### src/rtl/pipe_stage_reg.sv
// Generic inter-stage pipeline register: payload + valid with stall pair handling,
// deferred squash of wrong-path items after a flush, and saturating perf counters.
module pipe_stage_reg #(
  parameter int                 DATA_W     = 32,
  parameter logic [DATA_W-1:0]  NOP_VALUE  = {DATA_W{1'b0}},
  parameter int                 KILL_DEPTH = 1,
  parameter int                 CNT_W      = 16
) (
  input  logic              clk,
  input  logic              rst,
  input  logic [DATA_W-1:0] in_data,
  input  logic              in_valid,
  input  logic              stall_up,
  input  logic              stall_down,
  input  logic              flush,
  output logic [DATA_W-1:0] out_data,
  output logic              out_valid,
  output logic              kill_pending,
  output logic [CNT_W-1:0]  bubble_cnt,
  output logic [CNT_W-1:0]  squash_cnt,
  output logic              protocol_err
);

  localparam logic [3:0]       KILL_INIT = 4'(KILL_DEPTH);
  localparam logic [CNT_W-1:0] CNT_MAX   = {CNT_W{1'b1}};
  localparam logic [CNT_W-1:0] CNT_ONE   = CNT_W'(1);

  logic [3:0] kc;
  logic [3:0] kc_next;
  logic       do_bubble;
  logic       do_load;
  logic       do_squash;

  // A protocol violation (stall_down without stall_up) falls through to the
  // unstalled rules because only stall_up steers the decode below.
  always_comb begin
    do_bubble = 1'b0;
    do_load   = 1'b0;
    do_squash = 1'b0;
    kc_next   = kc;
    if (flush && stall_up) begin
      kc_next   = KILL_INIT;
      do_bubble = !stall_down;
    end else if (flush) begin
      kc_next   = 4'd0;
      do_bubble = 1'b1;
    end else if (stall_up) begin
      do_bubble = !stall_down;
    end else if (kc != 4'd0) begin
      kc_next   = kc - 4'd1;
      do_bubble = 1'b1;
      do_squash = 1'b1;
    end else begin
      do_load = 1'b1;
    end
  end

  always_ff @(posedge clk) begin
    if (rst) begin
      out_data     <= NOP_VALUE;
      out_valid    <= 1'b0;
      kc           <= 4'd0;
      bubble_cnt   <= '0;
      squash_cnt   <= '0;
      protocol_err <= 1'b0;
    end else begin
      kc <= kc_next;
      if (do_bubble) begin
        out_data  <= NOP_VALUE;
        out_valid <= 1'b0;
        if (bubble_cnt != CNT_MAX) bubble_cnt <= bubble_cnt + CNT_ONE;
      end else if (do_load) begin
        out_data  <= in_data;
        out_valid <= in_valid;
      end
      if (do_squash && (squash_cnt != CNT_MAX)) squash_cnt <= squash_cnt + CNT_ONE;
      if (stall_down && !stall_up) protocol_err <= 1'b1;
    end
  end

  assign kill_pending = (kc != 4'd0);

endmodule
### config.mk
export PLATFORM = sky130hd
export DESIGN_NAME = pipe_stage_reg
export DESIGN_NICKNAME = d
export VERILOG_FILES = /design/src/rtl/pipe_stage_reg.sv
export SDC_FILE = /design/constraint.sdc
export NUM_CORES = 1
export LEC_CHECK = 0
export ABC_AREA = 1
export BUFFER_PORTS_ARGS = -buffer_cell sky130_fd_sc_hd__buf_2
export CORE_UTILIZATION = 37
export CTS_CLUSTER_SIZE = 16
export DETAILED_ROUTE_END_ITERATION = 7
export HOLD_SLACK_MARGIN = 0.12
export PLACE_DENSITY = 0.59
export SLEW_MARGIN = 20
export SYNTH_ARGS = -nofsm -noshare
export SYNTH_HDL_FRONTEND = slang
export SYNTH_SLANG_ARGS = --single-unit
### constraint.sdc
create_clock -name clk -period 3.9 [get_ports clk]
set_clock_uncertainty 0.1 [all_clocks]
set_input_delay 0.39 -clock clk [delete_from_list [all_inputs] [get_ports clk]]
set_output_delay 0.39 -clock clk [all_outputs]
set_load 0.01 [all_outputs]
; ---- Word level (Yosys, flattened, before mapping)
; Cells that the tools add are included.
[word_totals]
out_inout_bits = 67
input_bits = 38
regBits = 70
wordCells = 41
[op_classes]
reduce_logical = 12
bitwise = 1
add_sub_neg = 3
n_eq_ne = 3
mux = 15
[ops]
columns = cell, count
row1 = $add A16 B1 Y16 const B, 2
row2 = $ne A16 B16 Y1 const B, 2
row3 = $mux W1, 15
row4 = $reduce_and A2 Y1, 3
row5 = $reduce_bool A4 Y1, 1
row6 = $sub A4 B1 Y4 const B, 1
row7 = $logic_and A1 B1 Y1, 3
row8 = $ne A3 B1 Y1 const B, 1
row9 = $reduce_bool A3 Y1, 1
row10 = $reduce_or A3 Y1, 1
row11 = $logic_not A1 Y1, 2
row12 = $reduce_or A2 Y1, 1
row13 = $not A1 Y1, 1

; ---- Logic depth before layout (Yosys ltp)
[logic_depth]
ltp_word = 6
ltp_mapped = 11
mapped_depth_nobuf = 10

; ---- Least setup slack after synthesis
; No wires, ideal clock.
[synth_timing]
path_kind = register to register
start = register squash_cnt[0]
end = register squash_cnt[1]
arrival_ps = 1420
path_stages_with_launch = 10
setup_time_ps = 116
required_time_ps = 3684
synth_period_minus_slack_ps = 1636
n_path_buf = 1
slack_ps = 2264
path_cell_list = dfxtp_1 -> ha_1 -> nand2_1 -> nor2_2 -> nand2_2 -> nor2_1 -> nor2_1 -> buf_6 -> o21ai_0 -> nor2_1
[synth_via]
elab_chain_cells = 2
elab_cells_between_ends = 3
classes_between = add/sub: 1 / eq/ne: 1 / reduce/logical: 1
[synth_rtl]
columns = element, line_no
row1 = from (decl), 20  ; output logic [CNT_W-1:0] squash_cnt,
row2 = from (signal assigned), 76  ; if (do_squash && (squash_cnt != CNT_MAX)) squash_cnt <= squash_cnt + CNT_ONE;
row3 = branches (longest 2 deep; another with $add A16 B1 Y16), n/a
; Several ways; the timed one is not identified.
; A chain may end at the register's enable or synchronous reset.

; ---- Worst setup path in the final report
[layout_timing]
start = register kc[0]
end = register bubble_cnt[10]
[layout_via]
elab_chain_cells = 6
[layout_rtl]
columns = element, line_no
row1 = from (decl), 28  ; logic [3:0] kc;
row2 = from (signal assigned), 67  ; kc <= kc_next;
row3 = $reduce_bool A4 Y1, 49  ; end else if (kc != 4'd0) begin
row4 = $mux W1, 49
row5 = $mux W1, 47  ; end else if (stall_up) begin
row6 = $mux W1, 44  ; end else if (flush) begin
row7 = $mux W1, 41  ; if (flush && stall_up) begin
row8 = $reduce_and A2 Y1 (no source line), n/a
row9 = to (signal assigned), 71  ; if (bubble_cnt != CNT_MAX) bubble_cnt <= bubble_cnt + CNT_ONE;
row10 = to (decl), 19  ; output logic [CNT_W-1:0] bubble_cnt,
; Every way passes these cells.

==> results.cfg <==
[clock_network]
cts_htree_levels = 3
clockBufferDepth = 2
cts_tree = yes
cts_hold_buf = 0
clk_pin_slew_ps = 80
cts_sinks = 70
cts-root-buf = clkbuf_8
insertion_delay_ps = 340
cts_inserted_buffers = 9
post_cts_resize_count = 0
cts_setup_buffers = 0

[drt]
drtPass1Iterations = 4
wl_mm = 8.38
drtIter0Drc = 109
ant_nets = 0
drcViolationCount = 0
wl_per_cell_um = 12.0
vias = 3337
viasPerCell = 4.77

[timing]
hold_viol = 0
maxSlewViolCount = 0
fin_crit_sh_pct = 53.2
rsz0062_at_grt = false
worstMarginPinSlew_ps = 741
max_slew_margin_pct = 50.5
fin_ws_ps = 1820
max_freq_mhz = 482
min_period_ps = 2080
tns_ps = 0
setup_viol = 0

[finish]
final_common_cell = nand2_1
diodes = 0
drive_gt1_share_pct = 23.8
area.growth.synth_to_final_pct = 24.0
final_cell_mix = nand2_1 (171), buf_2 (104), dfxtp_1 (70)
design_area_sq_um = 4140
final_nets = 629
fillCellCount = 924

[place]
gp_congestion = 0.832
placement.cell_area_sq_um = 3900
portBuffers = 104
place_ws_ps = 1420
dp_hpwl_mm = 5.79

[global_routing]
grt_start_max_net_pins = 35
grt_pass1_wl_mm = 13.7
grt_pass1_vias = 2951
grt_usage_pct = 17.7
globalRouteOverflowTotal = 0
antenna_found_initial = 0

[floorplanning]
die_w_um = 97.0
start_util_pct = 38.3
die_area_sq_um = 9400
core-area_sq_um = 8720
num_io_pins = 105
die-height_um = 97.0
rows = 34

[pwr]
switching_share_pct = 25.1
internal-power_mw = 1.18
p_switching_mw = 0.394
seqPwrFrac_pct = 47.3
ir_worst_vdd_uv = 184
p_comb_share_pct = 9.3
clockPowerShare_pct = 43.4
leakage_nw = 1.81
power_density_nw_per_um2 = 379

[setup_path]
cp_cell_sequence = inv_1 > ha_1 > nand3_1 > nand2_1 > nand2_1 > nand2_4 > inv_1 > nand2_1 > a21oi_2
cp_common_cell = nand2_1
cp-end-kind = register
cp_max_fo = 14
crit_family = simple AND/OR/NAND/NOR gates
crit_path_start_kind = register
critPathKind = reg2reg
crit_buf_inv = 2
critPathRequiredTime_ps = 4070
critPathMaxStageDelay_ps = 370
cpMaxStageDelayCell = nand2_1
arrival_ps = 2250

[synthesis]
syn_area_per_cell_sq_um = 6.85
yosys_warnings = 0
yosysSeqAreaShare_pct = 42.0
ys_dominant_reg_cell = dfxtp_1
ys_seq_elements = 70
synth-edff-count = 0
syn_inst = 487
synth_nets = 529
ys_types = 29
netlist_area_sq_um = 3340
async_flop_share_pct = 0

[flow_run]
drv_cap = 0

[hold_path]
hp-class = in2reg

[run_status]
status = finished, final reports clean
-- cell usage after synthesis (2+ instances only) --
library cell | count | area, sq um
buf_2 | 4 | 20.0
dfxtp_1 | 70 | 1400
o21ai_0 | 5 | 25.0
nand4_1 | 9 | 56.3
clkbuf_1 | 5 | 18.8
nor2_1 | 59 | 221
a21oi_2 | 5 | 43.8
nand2_1 | 172 | 646
nor2_2 | 4 | 25.0
ha_1 | 4 | 50.1
nand2_2 | 3 | 18.8
xor2_1 | 5 | 43.8
buf_4 | 4 | 30.0
nor3_1 | 3 | 15.0
inv_1 | 35 | 131
nand3_1 | 27 | 135
xnor2_1 | 7 | 61.3
a21oi_1 | 54 | 270
nand2_4 | 2 | 22.5
-- sequential cells by signal (all words and copies together) (netlist names) --
register      count
kc                4
protocol_err      1
out_valid         1
bubble_cnt       16
out_data         32
squash_cnt       16
-- power groups by stage --
stage	logic (mW)	clock network (mW)	registers, mW
2_1_floorplan	0.0931	0	0.764
3_3_place_gp	0.147	0	0.758
3_5_place_dp	0.147	0	0.759
4_1_cts	0.148	0.697	0.742
5_1_grt	0.167	0.731	0.745
6_report	0.147	0.681	0.742
-- logic make-up after synthesis --
family	Yosys count	synth area share, %
compound gates	66	10.9
xor+xnor	12	3.15
fa+ha+maj	4	1.50
buf+inv	52	7.01
flops	70	42.0
simple gates	283	35.5
-- metal layers --
metal | vias up | global-route usage (%) | share of wire (%)
met4 | 0 | 6.66 | 1.1
met3 | 10 | 3.54 | 5.5
met1 | 1478 | 23.8 | 49
li1 | 1750 | - | -
met5 | - | 0 | 0
met2 | 99 | 27.8 | 44
-- metrics by stage --
| stage | power, mW | cells | hold slack, ps | utilization (%) |
|---|---|---|---|---|
| final | 1.57 | 700 | 192 | 47.5 |
| after global routing | 1.64 | 700 | 188 | 47.5 |
| after CTS | 1.59 | 700 | 178 | 47.4 |
| after detailed placement | 0.906 | 684 | 351 | 44.7 |
| after global placement | 0.905 | 684 | 345 | 44.7 |
| after floorplan | 0.857 | 487 | 359 | - |
-- worst paths after layout --
| path | startpoint | slack, ps | end | cells past startpoint |
|---|---|---|---|---|
| worst max-delay path | kc[0] | 1820 | bubble_cnt[10] | 9 |
| worst min-delay path | stall_down | 190 | protocol_err | 3 |
| worst max register to register | kc[0] | 1820 | bubble_cnt[10] | 9 |
| worst min register to register | out_data[16] | 360 | out_data[16] | 2 |
-- tightest hold or removal path: cells and delay by family --
| kind | cells | cell delay (ps) |
|---|---|---|
| AND/OR/NAND/NOR | 1 | 70 |
| AO/OA/AOI/OAI | 1 | 60 |
| buffers and inverters | 1 | 90 |
-- final cells by class --
type                       count  area, sq um  area share [%]
multi-input combinational    365         1710            41.2
sequential                    70         1400            33.9
timing repair buffer         105          528            12.8
clock buffer                  11          151            3.66
inverter                      36          135            3.26
tap                          108          135            3.26
clock inverter                 5         81.3            1.96
No activity file was read; power rests on OpenSTA's default activity.
